$ cat config.mk
export PLATFORM = sky130hd
export DESIGN_NAME = uart_rx_frame_parser_flat
export DESIGN_NICKNAME = d
export VERILOG_FILES = /design/src/rtl/uart_pkg.sv /design/src/rtl/uart_rx_frame_parser_if.sv /design/src/rtl/uart_idle_timer.sv /design/src/rtl/uart_rx_frame_parser.sv /design/src/flat_wrapper.sv
export SDC_FILE = /design/constraint.sdc
export NUM_CORES = 1
export LEC_CHECK = 0
export CAP_MARGIN = 30
export CORE_ASPECT_RATIO = 0.9
export CORE_MARGIN = 1.5
export CORE_UTILIZATION = 43
export DETAILED_ROUTE_END_ITERATION = 10
export GPL_TIMING_DRIVEN = 0
export HOLD_SLACK_MARGIN = 0.02
export PLACE_DENSITY = 0.67
export SETUP_SLACK_MARGIN = 0.2
export SYNTH_ARGS = -nofsm -noshare
export SYNTH_HDL_FRONTEND = slang
export SYNTH_SLANG_ARGS = --single-unit
$ cat constraint.sdc
create_clock -name clk -period 1.95 [get_ports clk]
set_input_delay 0.39 -clock clk [delete_from_list [all_inputs] [get_ports clk]]
set_output_delay 0.39 -clock clk [all_outputs]
set_load 0.02 [all_outputs]
$ cat src/rtl/uart_pkg.sv
// uart_pkg
//   Shared definitions for the UART link-layer blocks (RX frame parser and
//   the TX-side packetizer):
//     - HDR0 / HDR1        : the two-byte frame header
//     - ERR_*              : err_code encodings reported with frame_done
//     - H0/H1/LEN/DATA/CSUM: frame parser state encoding
//     - csum_add           : 8-bit running checksum step
//   No ports (package).
package uart_pkg;

    localparam logic [7:0] HDR0 = 8'hEB;
    localparam logic [7:0] HDR1 = 8'h90;

    localparam logic [1:0] ERR_NONE = 2'd0;
    localparam logic [1:0] ERR_CSUM = 2'd1;
    localparam logic [1:0] ERR_LEN  = 2'd2;
    localparam logic [1:0] ERR_LINK = 2'd3;

    localparam logic [2:0] H0   = 3'd0;
    localparam logic [2:0] H1   = 3'd1;
    localparam logic [2:0] LEN  = 3'd2;
    localparam logic [2:0] DATA = 3'd3;
    localparam logic [2:0] CSUM = 3'd4;

    // Checksum is a plain modulo-256 sum; the carry is deliberately dropped.
    function automatic logic [7:0] csum_add(input logic [7:0] acc, input logic [7:0] value);
        return acc + value;
    endfunction

endpackage

$ cat src/rtl/uart_rx_frame_parser_if.sv
// uart_rx_frame_parser_if
//   Bundles the receive-byte strobes coming from the UART transceiver and
//   the payload/status stream going to the command decoder.
//   Signals:
//     rx_data[7:0]   received byte, valid with rx_data_ready
//     rx_data_ready  one-cycle byte strobe
//     rx_err         one-cycle stop-bit error strobe, coincides with rx_data_ready
//     pl_data[7:0]   payload byte
//     pl_valid       one-cycle strobe qualifying pl_data/pl_index
//     pl_index[7:0]  zero-based position of pl_data within the payload
//     pl_len[7:0]    length field of the current frame
//     frame_done     one-cycle end-of-frame strobe (good or bad)
//     frame_ok       1 = checksum good, only meaningful with frame_done
//     err_code[1:0]  failure reason, only meaningful with frame_done
//     busy           parser is inside a frame (not hunting for HDR0)
//   Modports:
//     master : the side that feeds bytes in and consumes the results
//     slave  : the frame parser itself
interface uart_rx_frame_parser_if;

    logic [7:0] rx_data;
    logic       rx_data_ready;
    logic       rx_err;

    logic [7:0] pl_data;
    logic       pl_valid;
    logic [7:0] pl_index;
    logic [7:0] pl_len;
    logic       frame_done;
    logic       frame_ok;
    logic [1:0] err_code;
    logic       busy;

    modport master (
        output rx_data, rx_data_ready, rx_err,
        input  pl_data, pl_valid, pl_index, pl_len,
        input  frame_done, frame_ok, err_code, busy
    );

    modport slave (
        input  rx_data, rx_data_ready, rx_err,
        output pl_data, pl_valid, pl_index, pl_len,
        output frame_done, frame_ok, err_code, busy
    );

endinterface

$ cat src/rtl/uart_idle_timer.sv
// uart_idle_timer
//   Loadable idle counter used to detect silence on the serial link.
//   Ports:
//     clk              system clock
//     rst_n            asynchronous active-low reset
//     clear            forces the count back to zero (highest priority)
//     load             loads load_value into the count
//     load_value       value taken on load
//     enable           advances the count by one per cycle
//     expire           high while enabled and the count sits at LIMIT-1
//   The counter is allowed to wrap; the owner is expected to react to
//   expire and clear it before that matters.
module uart_idle_timer #(
    parameter int LIMIT = 21700,
    parameter int WIDTH = (LIMIT > 1) ? $clog2(LIMIT) : 1
) (
    input  logic             clk,
    input  logic             rst_n,
    input  logic             clear,
    input  logic             load,
    input  logic [WIDTH-1:0] load_value,
    input  logic             enable,
    output logic             expire
);

    localparam logic [WIDTH-1:0] LAST = WIDTH'(LIMIT - 1);

    logic [WIDTH-1:0] count;

    // Clear beats load beats count, so a byte arriving on the expiry cycle
    // restarts the window instead of letting it fire.
    always_ff @(posedge clk or negedge rst_n) begin
        if (!rst_n) begin
            count <= '0;
        end else if (clear) begin
            count <= '0;
        end else if (load) begin
            count <= load_value;
        end else if (enable) begin
            count <= count + 1'b1;
        end
    end

    assign expire = enable && (count == LAST);

endmodule

$ cat src/rtl/uart_rx_frame_parser.sv
// uart_rx_frame_parser
//   Parses link frames  HDR0 HDR1 LEN PAYLOAD[LEN] CSUM  out of the UART
//   receive byte stream, forwards payload bytes as they arrive and reports
//   one frame_done per frame that got past the header.
//   Ports:
//     clk    system clock
//     rst_n  asynchronous active-low reset
//     bus    uart_rx_frame_parser_if.slave (rx_* in, pl_*/frame_*/busy out)
//   All outputs except busy are registered: pl_valid follows the accepted
//   payload byte by one cycle, frame_done follows the terminating byte (or
//   the timeout) by one cycle. Payload already streamed is never retracted;
//   the consumer must only commit it when frame_done arrives with frame_ok.
module uart_rx_frame_parser #(
    parameter int         MAX_LEN        = 64,
    parameter int         TIMEOUT_CYCLES = 21700,
    parameter logic [7:0] HDR0           = uart_pkg::HDR0,
    parameter logic [7:0] HDR1           = uart_pkg::HDR1
) (
    input  logic                   clk,
    input  logic                   rst_n,
    uart_rx_frame_parser_if.slave  bus
);

    localparam logic [7:0] MAX_LEN_B = 8'(MAX_LEN);

    logic [2:0] state;
    logic [7:0] csum;
    logic [7:0] cnt;

    logic [7:0] pl_data;
    logic       pl_valid;
    logic [7:0] pl_index;
    logic [7:0] pl_len;
    logic       frame_done;
    logic       frame_ok;
    logic [1:0] err_code;

    logic       byte_in;
    logic       in_frame;
    logic       timer_clear;
    logic       timer_expire;

    assign byte_in  = bus.rx_data_ready;
    assign in_frame = (state != uart_pkg::H0);

    // The idle window runs from H1 onward and restarts on every byte; in H0
    // the timer is held at zero so a new frame always gets the full window.
    assign timer_clear = byte_in || !in_frame;

    uart_idle_timer #(
        .LIMIT (TIMEOUT_CYCLES)
    ) u_idle_timer (
        .clk        (clk),
        .rst_n      (rst_n),
        .clear      (timer_clear),
        .load       (1'b0),
        .load_value ('0),
        .enable     (in_frame),
        .expire     (timer_expire)
    );

    // Frame state machine. Strobes default low each cycle; a byte always
    // takes priority over a coincident timer expiry.
    always_ff @(posedge clk or negedge rst_n) begin
        if (!rst_n) begin
            state      <= uart_pkg::H0;
            csum       <= '0;
            cnt        <= '0;
            pl_data    <= '0;
            pl_valid   <= 1'b0;
            pl_index   <= '0;
            pl_len     <= '0;
            frame_done <= 1'b0;
            frame_ok   <= 1'b0;
            err_code   <= uart_pkg::ERR_NONE;
        end else begin
            pl_valid   <= 1'b0;
            frame_done <= 1'b0;
            frame_ok   <= 1'b0;
            err_code   <= uart_pkg::ERR_NONE;

            if (byte_in) begin
                if (bus.rx_err) begin
                    // A corrupted header byte just restarts the hunt; once a
                    // frame is committed the failure must be reported.
                    if (state != uart_pkg::H0 && state != uart_pkg::H1) begin
                        frame_done <= 1'b1;
                        err_code   <= uart_pkg::ERR_LINK;
                    end
                    state <= uart_pkg::H0;
                end else begin
                    case (state)
                        uart_pkg::H0: begin
                            if (bus.rx_data == HDR0) begin
                                state <= uart_pkg::H1;
                            end
                        end
                        uart_pkg::H1: begin
                            // A repeated HDR0 may be the real start of frame.
                            if (bus.rx_data == HDR1) begin
                                state <= uart_pkg::LEN;
                            end else if (bus.rx_data != HDR0) begin
                                state <= uart_pkg::H0;
                            end
                        end
                        uart_pkg::LEN: begin
                            if (bus.rx_data == 8'd0 || bus.rx_data > MAX_LEN_B) begin
                                frame_done <= 1'b1;
                                err_code   <= uart_pkg::ERR_LEN;
                                state      <= uart_pkg::H0;
                            end else begin
                                pl_len <= bus.rx_data;
                                csum   <= bus.rx_data;
                                cnt    <= '0;
                                state  <= uart_pkg::DATA;
                            end
                        end
                        uart_pkg::DATA: begin
                            pl_valid <= 1'b1;
                            pl_data  <= bus.rx_data;
                            pl_index <= cnt;
                            csum     <= uart_pkg::csum_add(csum, bus.rx_data);
                            cnt      <= cnt + 8'd1;
                            if (cnt == pl_len - 8'd1) begin
                                state <= uart_pkg::CSUM;
                            end
                        end
                        uart_pkg::CSUM: begin
                            frame_done <= 1'b1;
                            if (bus.rx_data == csum) begin
                                frame_ok <= 1'b1;
                                err_code <= uart_pkg::ERR_NONE;
                            end else begin
                                frame_ok <= 1'b0;
                                err_code <= uart_pkg::ERR_CSUM;
                            end
                            state <= uart_pkg::H0;
                        end
                        default: begin
                            state <= uart_pkg::H0;
                        end
                    endcase
                end
            end else if (timer_expire) begin
                // Silence after a lone header byte is not worth reporting.
                if (state != uart_pkg::H1) begin
                    frame_done <= 1'b1;
                    err_code   <= uart_pkg::ERR_LINK;
                end
                state <= uart_pkg::H0;
            end
        end
    end

    assign bus.pl_data    = pl_data;
    assign bus.pl_valid   = pl_valid;
    assign bus.pl_index   = pl_index;
    assign bus.pl_len     = pl_len;
    assign bus.frame_done = frame_done;
    assign bus.frame_ok   = frame_ok;
    assign bus.err_code   = err_code;
    assign bus.busy       = in_frame;

endmodule

$ cat src/flat_wrapper.sv
// flat-port wrapper written by rule: the top's interface ports become plain ports
module uart_rx_frame_parser_flat 
#(
    parameter int         MAX_LEN        = 64,
    parameter int         TIMEOUT_CYCLES = 21700,
    parameter logic [7:0] HDR0           = uart_pkg::HDR0,
    parameter logic [7:0] HDR1           = uart_pkg::HDR1
)
  (clk, rst_n, bus_rx_data, bus_rx_data_ready, bus_rx_err, bus_pl_data, bus_pl_valid, bus_pl_index, bus_pl_len, bus_frame_done, bus_frame_ok, bus_err_code, bus_busy);
  uart_rx_frame_parser_if bus_i ();
  input  logic clk;
  input  logic rst_n;
  input wire logic [$bits(bus_i.rx_data)-1:0] bus_rx_data;
  input wire logic [$bits(bus_i.rx_data_ready)-1:0] bus_rx_data_ready;
  input wire logic [$bits(bus_i.rx_err)-1:0] bus_rx_err;
  output wire logic [$bits(bus_i.pl_data)-1:0] bus_pl_data;
  output wire logic [$bits(bus_i.pl_valid)-1:0] bus_pl_valid;
  output wire logic [$bits(bus_i.pl_index)-1:0] bus_pl_index;
  output wire logic [$bits(bus_i.pl_len)-1:0] bus_pl_len;
  output wire logic [$bits(bus_i.frame_done)-1:0] bus_frame_done;
  output wire logic [$bits(bus_i.frame_ok)-1:0] bus_frame_ok;
  output wire logic [$bits(bus_i.err_code)-1:0] bus_err_code;
  output wire logic [$bits(bus_i.busy)-1:0] bus_busy;
  assign bus_i.rx_data = bus_rx_data;
  assign bus_i.rx_data_ready = bus_rx_data_ready;
  assign bus_i.rx_err = bus_rx_err;
  assign bus_pl_data = bus_i.pl_data;
  assign bus_pl_valid = bus_i.pl_valid;
  assign bus_pl_index = bus_i.pl_index;
  assign bus_pl_len = bus_i.pl_len;
  assign bus_frame_done = bus_i.frame_done;
  assign bus_frame_ok = bus_i.frame_ok;
  assign bus_err_code = bus_i.err_code;
  assign bus_busy = bus_i.busy;
  uart_rx_frame_parser #(.MAX_LEN(MAX_LEN), .TIMEOUT_CYCLES(TIMEOUT_CYCLES), .HDR0(HDR0), .HDR1(HDR1)) u_core (.clk(clk), .rst_n(rst_n), .bus(bus_i));
endmodule
==> impl_results.md <==
- Placer congestion estimate: between 0.8 and 0.9
- Worst R2R Setup Slack: -0.07 ns
- Peak VDD IR: around 0.00047 V
- Clock latency on the worst-skew pair: 0.35 ns
- Minimum clock period: just over 2 ns
- Pin count of the biggest net entering global routing: 64
- Via/cell ratio: 5.562
- Share of the yosys chip area belonging to registers: 46.34%
- Inserted Diodes: 0
- Failing checks: setup timing
- Clock tree from TritonCTS: done
- GRT met2 Usage: between 30% and 40%
- CP Capture Point: u_core.bus.pl_len[3]$_DFFE_PN0P_
- Port bufs: 40
- GR Util met1: 28.51%
- Crit. End Element: flip-flop
- Reg clk slew, reported paths: 0.07 ns
- GRT met3 Usage: 6.180%
- CP Data Arrival Time: 2.26 ns
- Fill count: 595
- Setup crit start kind: input pin
- Root buffer cell: clkbuf_8
- Initial Util: 44.65%
- R2r startpoint: u_core.bus.pl_len[1]$_DFFE_PN0P_
- Average wire per standard cell: 17.23 um
- Layout cells sized above 1: about a third
- Outcome: finished, violations left
- Most used routing layer: met2
- Inst Count DP: 476
- Slew of the pin with the lowest slew margin: 0.7903 ns
- Synthesis-stage register bit count: 63
- DIE WIDTH: 96.76 um
- Leakage: 0.002205 uW
- Top FF cell, synth: dfrtp_1
- Finish-stage setup viols: 17
- # rows: 30
- Initial antenna violation count: 0
- Critical path peak fanout: 5
- Post-Syn Area per Cell: 10.01 um^2
- Die area: 0.008455 mm^2
- Critical Path RT: 2.17 ns
- Worst setup path start: bus_rx_data[5]
- Clock buffer count from CTS: 9
- CTS max path bufs: 2
- Most frequent cells in the layout: 59 x dfrtp_1, 30 x nor2_1, 29 x buf_4
- Gr usage total: ~22%
- Clk sinks: 63
- Slew Viols, Final: 0
- Pre-CTS setup slack: -1.120 ns
- Top Ports: 42
- DR iter-0 viols: 154
- Sequential standard cell area: 0.001582 mm^2
- Hold Crit Class: in -> async
- Mapped Area: 0.003402 mm^2
- Worst R2R End: u_core.state[0]$_DFFE_PN0P_
- EDFF count, synth: 0
- Layout Nets: 453
- MaxCap Viol Count: 0
- Worst setup margin: -0.09018 ns
- Post-DRT Antenna Nets: 0
- Fin area: 0.004863 mm^2
- Relative slew slack: 47.32%
- RSZ-0062 raised after global routing: true
- Hold WS: 0.1249 ns
- Core ar.: 0.007620 mm^2
- H-tree Lvls: 3
- Reg2reg path depth: 8
- Multi-input logic area: 0.002087 mm^2
- Synth Net Count: 363
- Mapped Cells: 340
- First-pass GRT wire length: 14540 um
- WS Path Type: in -> reg
- Final Non-Filler Cells: 530
- Skew final: 0.01237 ns
- Vias: ~2900
- Max Fclk: 490.2 MHz
- Vias in the first global route: 2911
- Dpl hpwl: about 5500 um
- Fin. Hold Viols: 0
- Drt total wl: 9132 um
- Gr ovfl total: 0
- Yosys cell types: 50
- Placed instance area: 0.004005 mm^2
- Most common cell after layout, fill and taps aside: dfrtp_1
- Final period util: 104.6%
- DR DRC count: 0
- PwrDens: about 550 mW/mm^2
- Syn-to-layout area delta: 42.96%
- DR pass1 iterations: 4
- Ys Warns: 0
- Asr flop ratio synth: 100.0%
- Die Ht: approximately 87 um
## worst min-delay path by stage
stage | from | endpoint | slack, ns | depth (start not counted)
2_1_floorplan | rst_n | u_core.bus.err_code[0]$_DFF_PN0_ | 0.09 | 0
3_3_place_gp | u_core.u_idle_timer.count[0]$_DFFE_PN0P_ | u_core.u_idle_timer.count[0]$_DFFE_PN0P_ | 0.47 | 1
3_5_place_dp | u_core.u_idle_timer.count[0]$_DFFE_PN0P_ | u_core.u_idle_timer.count[0]$_DFFE_PN0P_ | 0.48 | 1
4_1_cts | rst_n | u_core.u_idle_timer.count[11]$_DFFE_PN0P_ | 0.16 | 1
5_1_grt | rst_n | u_core.bus.pl_len[0]$_DFFE_PN0P_ | 0.20 | 1
6_report | rst_n | u_core.bus.pl_len[0]$_DFFE_PN0P_ | 0.12 | 1
## per-layer routing
metal  wire [um]  vias to the layer above
li1            -                     1394
met1        4157                     1473
met2        4404                       62
met3         389                       19
met4         181                        0
met5           0                        -
## where the power goes
group	internal (uW)	leakage, uW	switching [uW]
combinational	154	0.00128	205
clock	448	0.0000809	509
sequential	1330	0.000848	21.7
total	1930	0.00220	736
## cell usage after synthesis, types with 2 or more instances
master | count | area [um^2]
or4_1 | 3 | 22.52
nand4b_1 | 2 | 17.52
dfrtp_1 | 63 | 1577
nor2_1 | 34 | 127.6
a21oi_1 | 8 | 40.04
nor4_1 | 3 | 18.77
o211ai_1 | 2 | 15.01
nand3_1 | 7 | 35.03
a211oi_1 | 2 | 15.01
inv_1 | 11 | 41.29
a31oi_1 | 2 | 12.51
o21ai_0 | 21 | 105.1
nand2_1 | 32 | 120.1
or3_1 | 4 | 25.02
and2_1 | 2 | 12.51
o221ai_1 | 2 | 17.52
nand3b_1 | 2 | 15.01
and4_1 | 3 | 26.28
o2111ai_1 | 3 | 26.28
xor2_1 | 15 | 131.4
mux2i_1 | 3 | 30.03
nor3_1 | 15 | 75.07
a21o_1 | 2 | 15.01
nor4b_1 | 2 | 17.52
ha_1 | 10 | 125.1
o31a_1 | 2 | 17.52
nand2b_1 | 4 | 25.02
nand3_2 | 2 | 20.02
nor3b_1 | 2 | 15.01
xnor2_1 | 13 | 113.9
nand4_1 | 4 | 25.02
mux2_2 | 22 | 247.7
and3_1 | 9 | 56.30
nor2b_1 | 5 | 31.28
clkbuf_1 | 9 | 33.78
## sequential cells by signal (all words and copies together), names as in the netlist
name	count
u_core.bus.pl_index	8
u_core.bus.pl_valid	1
u_core.bus.pl_len	8
u_core.bus.pl_data	8
u_core.cnt	8
u_core.u_idle_timer.count	15
u_core.state	3
u_core.bus.frame_ok	1
u_core.csum	8
u_core.bus.frame_done	1
u_core.bus.err_code	2
## per-stage QoR
step                total power, uW  TNS (ns)  utilization, %
floorplan                      1529    -4.186               -
global placement               1654   -130.57           52.59
detailed placement             1658    -30.59           52.56
CTS                            2660    -2.041           60.53
global route                   2790    -1.653           63.83
finish                         2669   -0.7981           63.83
## worst max-delay path, cell delays in order
cell and delay [ns]:
buf_8 0.10, or4_4 0.54, o31a_1 0.31, or3_4 0.37, nor2_4 0.13, buf_12 0.13, mux2_4 0.29
## cell families after synthesis
group	count (synthesis)	share of synthesized area [%]
flip-flops	63	46.34
buffers and inverters	22	2.464
multiplexers	25	8.165
AND/OR/NAND/NOR	141	22.07
XOR/XNOR	28	7.209
adder cells (fa/ha/maj)	11	4.266
AO/OA/AOI/OAI	50	9.489
## layout make-up
class	count	share of cell area, %
Buffer	11	2.470
Clock buffer	9	2.547
Clock inverter	6	0.7975
Inverter	11	0.8490
Multi-Input combinational cell	256	42.91
Sequential cell	63	32.52
Tap cell	96	2.470
Timing Repair Buffer	78	15.44
## timing repair
action                     in CTS  in global routing
setup buffers                  22                 13
pin swaps                      14                 21
setup endpoints to repair      55                 63
gates cloned                    4                  0
hold buffers                    0                  0
gates resized for setup        89                 57
(Power assumes the default switching activity.)
==> RTL edit 1 (same flow settings) <==
`TIMEOUT_CYCLES` is set to 21700 in 2 places; all go to 10850.
--- a/src/rtl/uart_rx_frame_parser.sv
+++ b/src/rtl/uart_rx_frame_parser.sv
@@ -14,3 +14,3 @@
     parameter int         MAX_LEN        = 64,
-    parameter int         TIMEOUT_CYCLES = 21700,
+    parameter int         TIMEOUT_CYCLES = 10850,
     parameter logic [7:0] HDR0           = uart_pkg::HDR0,
--- a/src/flat_wrapper.sv
+++ b/src/flat_wrapper.sv
@@ -4,3 +4,3 @@
     parameter int         MAX_LEN        = 64,
-    parameter int         TIMEOUT_CYCLES = 21700,
+    parameter int         TIMEOUT_CYCLES = 10850,
     parameter logic [7:0] HDR0           = uart_pkg::HDR0,
Check against the original RTL: same outputs for any inputs over 4 cycles, from zero or initial values and one cycle with rst_n low; that may be too few to reach the edited logic, so the function may still have changed.
==> RTL edit 1 against the unedited design <==
  * The flow still finishes with violations (setup timing)
  * Synthesized cell count shrank 3.8%
  * Clock skew shrank 0.0064 ns
  * Largest cell class unchanged
  * Routed wire length shrank 8.8%
  * Power grew 4.8%
  * Cell count shrank 4.3%
  * Critical endpoint is now u_core.csum[1]
  * Critical path type unchanged
  * Fmax grew 3.7%
  * Setup slack gained 0.073 ns
  * Area after synthesis shrank 1.7%
  * Largest power group unchanged
  * Sequential cell count shrank 1
  * Cell area shrank 3.8%
  * Clock power grew 24%
==> RTL edit 1: results (changes against the unedited design) <==
[outcome]
status=finished, violations left
violations=setup timing

[grt]
grt_pass1_wl_um=13210  ; -9.2%
grt_pass1_vias=2648  ; -9.0%
grt_util_met3_pct=6.140  ; -0.039 points
gr-usage-all-layers_pct=21.07  ; -1.1 points
use_met1_pct=28.59  ; +0.074 points
grt_max_degree=63  ; -1.6%
grtUsageMet2_pct=32.39  ; -4.0 points

[place]
dp.cells=464  ; -2.5%
postPlaceCellArea_mm2=0.003900  ; -2.6%
place_congestion=0.8238  ; -4.2%
dp_hpwl_um=5263  ; -3.9%
place_ws_ns=-0.9907  ; +0.1296 ns

[route]
wl_met3_um=295  ; -24%
finalWirelength_um=8326  ; -8.8%
drtIter0Drc=172  ; +12%
via_count=2736  ; -7.2%

[final_layout]
final_cells=507  ; -4.3%
largest_reg_flops=14  ; -1
layout.nets=430  ; -5.1%

[power]
p_comb_share_pct=10.5  ; -3.0 points
power.leakage_nw=2.065  ; -6.4%
finalPower_mw=2.798  ; +4.8%
vdd_drop_max_v=0.0003595  ; -23%

[worst_setup_path]
cp_max_fo=6  ; +1
r2r-start=u_core.csum[3]

[logic_synthesis]
synth.distinct_cells=52  ; +4.0%
netlist_instances=327  ; -3.8%
synthTopCellsByArea=dfrtp_1 (46%), mux2_2 (6.7%), xor2_1 (4.5%)
synth-seq-area-share_pct=46.39  ; +0.049 points
syn_nets=351  ; -3.3%

[sta]
max_slew.worst_pin.slew_ns=0.7831  ; -0.007154 ns
setup_slack_ns=-0.01678  ; +0.07340 ns
fin_worst_skew_ns=0.005959  ; -0.006414 ns
setup_violations=4  ; -13

-- RTL edit 1: changes by cell type after synthesis, moves of 3 or more --
| cell | delta |
|---|---|
| clkbuf_1 | -6 |
| o21ai_0 | -8 |
| o21ai_1 | +6 |
| nand3_1 | +3 |
| or4_1 | -3 |
| nor2_1 | -5 |
| nor3_1 | -6 |
| buf_6 | +3 |
-- RTL edit 1: critical path: cells and delay by family --
kind,cells,cell delay [ns]
AOI/OAI and AO/OA,4,0.77
and+or+nand+nor,2,0.62
buffers and inverters,3,0.41
-- RTL edit 1: cell families after synthesis --
group,Yosys count,share of synthesized area (%)
simple gates,130,20.65
fa+ha+maj,12,4.714
xor+xnor,28,7.332
compound gates,50,9.877
mux,23,7.632
buf+inv,22,3.404
flops,62,46.39
-- RTL edit 1: final cells by class --
| type | instances | area share, % |
|---|---|---|
| flip-flops and latches | 62 | 33.20 |
| well taps | 96 | 2.566 |
| multi-input cells | 243 | 43.28 |
| inverters | 13 | 1.043 |
| repair buffers | 68 | 13.47 |
| clock inverters | 5 | 1.230 |
| clock buffers | 11 | 3.234 |
| plain buffers | 9 | 1.978 |
-- RTL edit 1: path summary, 6_finish.rpt --
kind	end	depth (start not counted)	slack [ns]
worst max-delay path	u_core.csum[1]	9	-0.02
worst min-delay path	u_core.bus.pl_index[6]	1	0.13
worst max register to register	u_core.csum[7]	7	0.02
worst min register to register	u_core.bus.pl_index[3]	1	0.50
max in group asynchronous	u_core.bus.pl_len[0]	1	1.27
min in group clk	u_core.bus.pl_len[0]	3	0.29
-- RTL edit 1: what timing repair did --
action | CTS | global route
gates cloned | 1 | 0
buffers inserted | 21 | 5
pin swaps | 17 | 18
setup endpoints to repair | 49 | 51
resized for setup | 82 | 55
==> RTL edit 2 (same settings) <==
Without the edit above. Reset style: synchronous (`rst_n`), changed in 2 clocked blocks. Comments in the files are not updated.
--- a/src/rtl/uart_idle_timer.sv
+++ b/src/rtl/uart_idle_timer.sv
@@ -31,3 +31,3 @@
     // restarts the window instead of letting it fire.
-    always_ff @(posedge clk or negedge rst_n) begin
+    always_ff @(posedge clk) begin
         if (!rst_n) begin
--- a/src/rtl/uart_rx_frame_parser.sv
+++ b/src/rtl/uart_rx_frame_parser.sv
@@ -63,3 +63,3 @@
     // takes priority over a coincident timer expiry.
-    always_ff @(posedge clk or negedge rst_n) begin
+    always_ff @(posedge clk) begin
         if (!rst_n) begin
Formal check against the unedited RTL: differs if rst_n is asserted again (counterexample within 4 cycles, from zero or initial values and one cycle with rst_n low); with rst_n held inactive, the same outputs for 4 cycles.
==> RTL edit 2 against the unedited design <==
  * Synthesized cell count grew 14%
  * Largest power group unchanged
  * Highest routed layer unchanged
  * Power grew 0.17%
  * Routed wire length grew 2.8%
  * Largest cell class unchanged
  * Area after synthesis shrank 3.5%
  * Fmax shrank 5.9%
  * The flow still finishes with violations (setup timing)
  * Sequential cell count is the same
  * Cell area shrank 2.3%
  * Setup slack lost 0.13 ns
==> RTL edit 2: results (changes against the unedited design) <==
[route]
via_count=3186  ; +8.1%
wl_met3_um=537  ; +38%
highest_layer=met4
wire_per_inst_um=16.28  ; -5.5%
wl_met2_um=4496  ; +2.1%
wl_met1_um=4087  ; -1.7%
avgViaCountPerCell=5.522  ; -0.73%
drtIter0Drc=178  ; +16%

[sta]
setup_violations=18  ; +1
final.setup.tns_ns=-0.8514  ; -0.05328 ns
holdWs_ns=0.2870  ; +0.1621 ns
setup_slack_ns=-0.2180  ; -0.1278 ns
fin_worst_skew_ns=0.01060  ; -0.001770 ns
slew_headroom_pct=60.74  ; +13 points

[place]
postPlaceCellArea_mm2=0.003869  ; -3.4%
place_congestion=0.8452  ; -1.7%
place_ws_ns=-1.178  ; -0.05771 ns
dp_hpwl_um=5690  ; +3.8%
dp.cells=525  ; +10%

[final_layout]
fillers=644  ; +8.2%
drive_gt1_share_pct=28.48  ; -4.7 points
largest_reg_flops=15  ; unchanged
layout.nets=499  ; +10%

[logic_synthesis]
syn_nets=411  ; +13%
syn_area_per_cell_um2=8.459  ; -15%
synth-seq-area-share_pct=38.43  ; -7.9 points
yosys-top-cells-count=dfxtp_1 (63), nand2_1 (59), nor2_1 (33)
synthTopCellsByArea=dfxtp_1 (38%), nand2_1 (6.7%), xor2_1 (4.3%)
synth.distinct_cells=57  ; +14%
synth-main-ff-cell=dfxtp_1
async_reset_ff_share_pct=0  ; -100 points

[worst_setup_path]
slowest_stage=a2111o_1
r2r-end=u_core.csum[7]
cp_max_fo=2  ; -3
cp.arrival_ns=2.41  ; +0.15 ns
r2r_cells=7  ; -1
critPathLaunch=u_core.csum[1]
critPathMaxStageDelay_ns=0.40  ; -0.14 ns

[grt]
grt_pass1_vias=2909  ; -0.069%
gr-usage-all-layers_pct=23.16  ; +0.99 points
antenna_found_initial=0  ; unchanged
grt_max_degree=12  ; -81%
grt_pass1_wl_um=14350  ; -1.3%

[outcome]
status=finished, violations left
violations=setup timing

[power]
vdd_drop_max_v=0.0003410  ; -27%
power.leakage_nw=1.835  ; -17%

[min_path]
min_path_type=input port to register
hold_depth=3

[RTL edit 2: changes by cell type in the layout (fill, tap and decap cells not counted), sizes merged, moves of 5 or more]
cell	change
dfrtp	-63
dfxtp	+63
nand2	+27
mux2	-22
a21boi	+17
o21ai	-10
nor2b	+9
mux2i	+6
clkdlybuf4s50	+5
nand3	+5
nor3	-5
[RTL edit 2: cells by family after synthesis]
logic type                 Yosys count  synth area share [%]
adders and majority gates           11                 4.422
xor gates and xnor gates            29                 7.739
muxes                                9                 2.745
and+or+nand+nor                    176                 27.14
buffers and inverters               27                 3.584
DFF                                 63                 38.43
AOI/OAI and AO/OA                   73                 15.94
[RTL edit 2: where the power goes]
group          switching (mW)  total (mW)  leakage, nW  internal, mW
Combinational          0.0987       0.182         1.22        0.0831
Clock                   0.547        1.20        0.105         0.657
Sequential            0.00296        1.29        0.512          1.28
Total                   0.648        2.67         1.84          2.03
[RTL edit 2: area by class of cell]
cell class,count,area (um2),share of cell area (%)
multi-input cells,298,2200,46.29
flip-flops and latches,63,1280,26.94
repair buffers,77,754.5,15.88
clock buffers,11,151.4,3.186
plain buffers,15,141.4,2.975
well taps,96,120.1,2.528
clock inverters,5,56.30,1.185
inverters,12,48.80,1.027
[RTL edit 2: worst max-delay path: cells and delay by family (launching register included)]
family                     cells  cell delay, ns
DFF                            1            0.36
adders and majority gates      1            0.20
AOI/OAI and AO/OA              5            1.33
and+or+nand+nor                1            0.17
[RTL edit 2: per-layer routing]
layer	vias to the layer above	track usage, %
met5	-	0
met4	0	12.48
met3	23	6.028
met2	106	36.11
met1	1513	29.03
li1	1544	-
[RTL edit 2: what timing repair did]
item / CTS / global route
hold buffers: 0 / 0
pin swaps: 32 / 21
endpoints found under the setup margin: 63 / 54
buffers inserted: 23 / 10
cloned: 2 / 1
gates resized for setup: 101 / 59
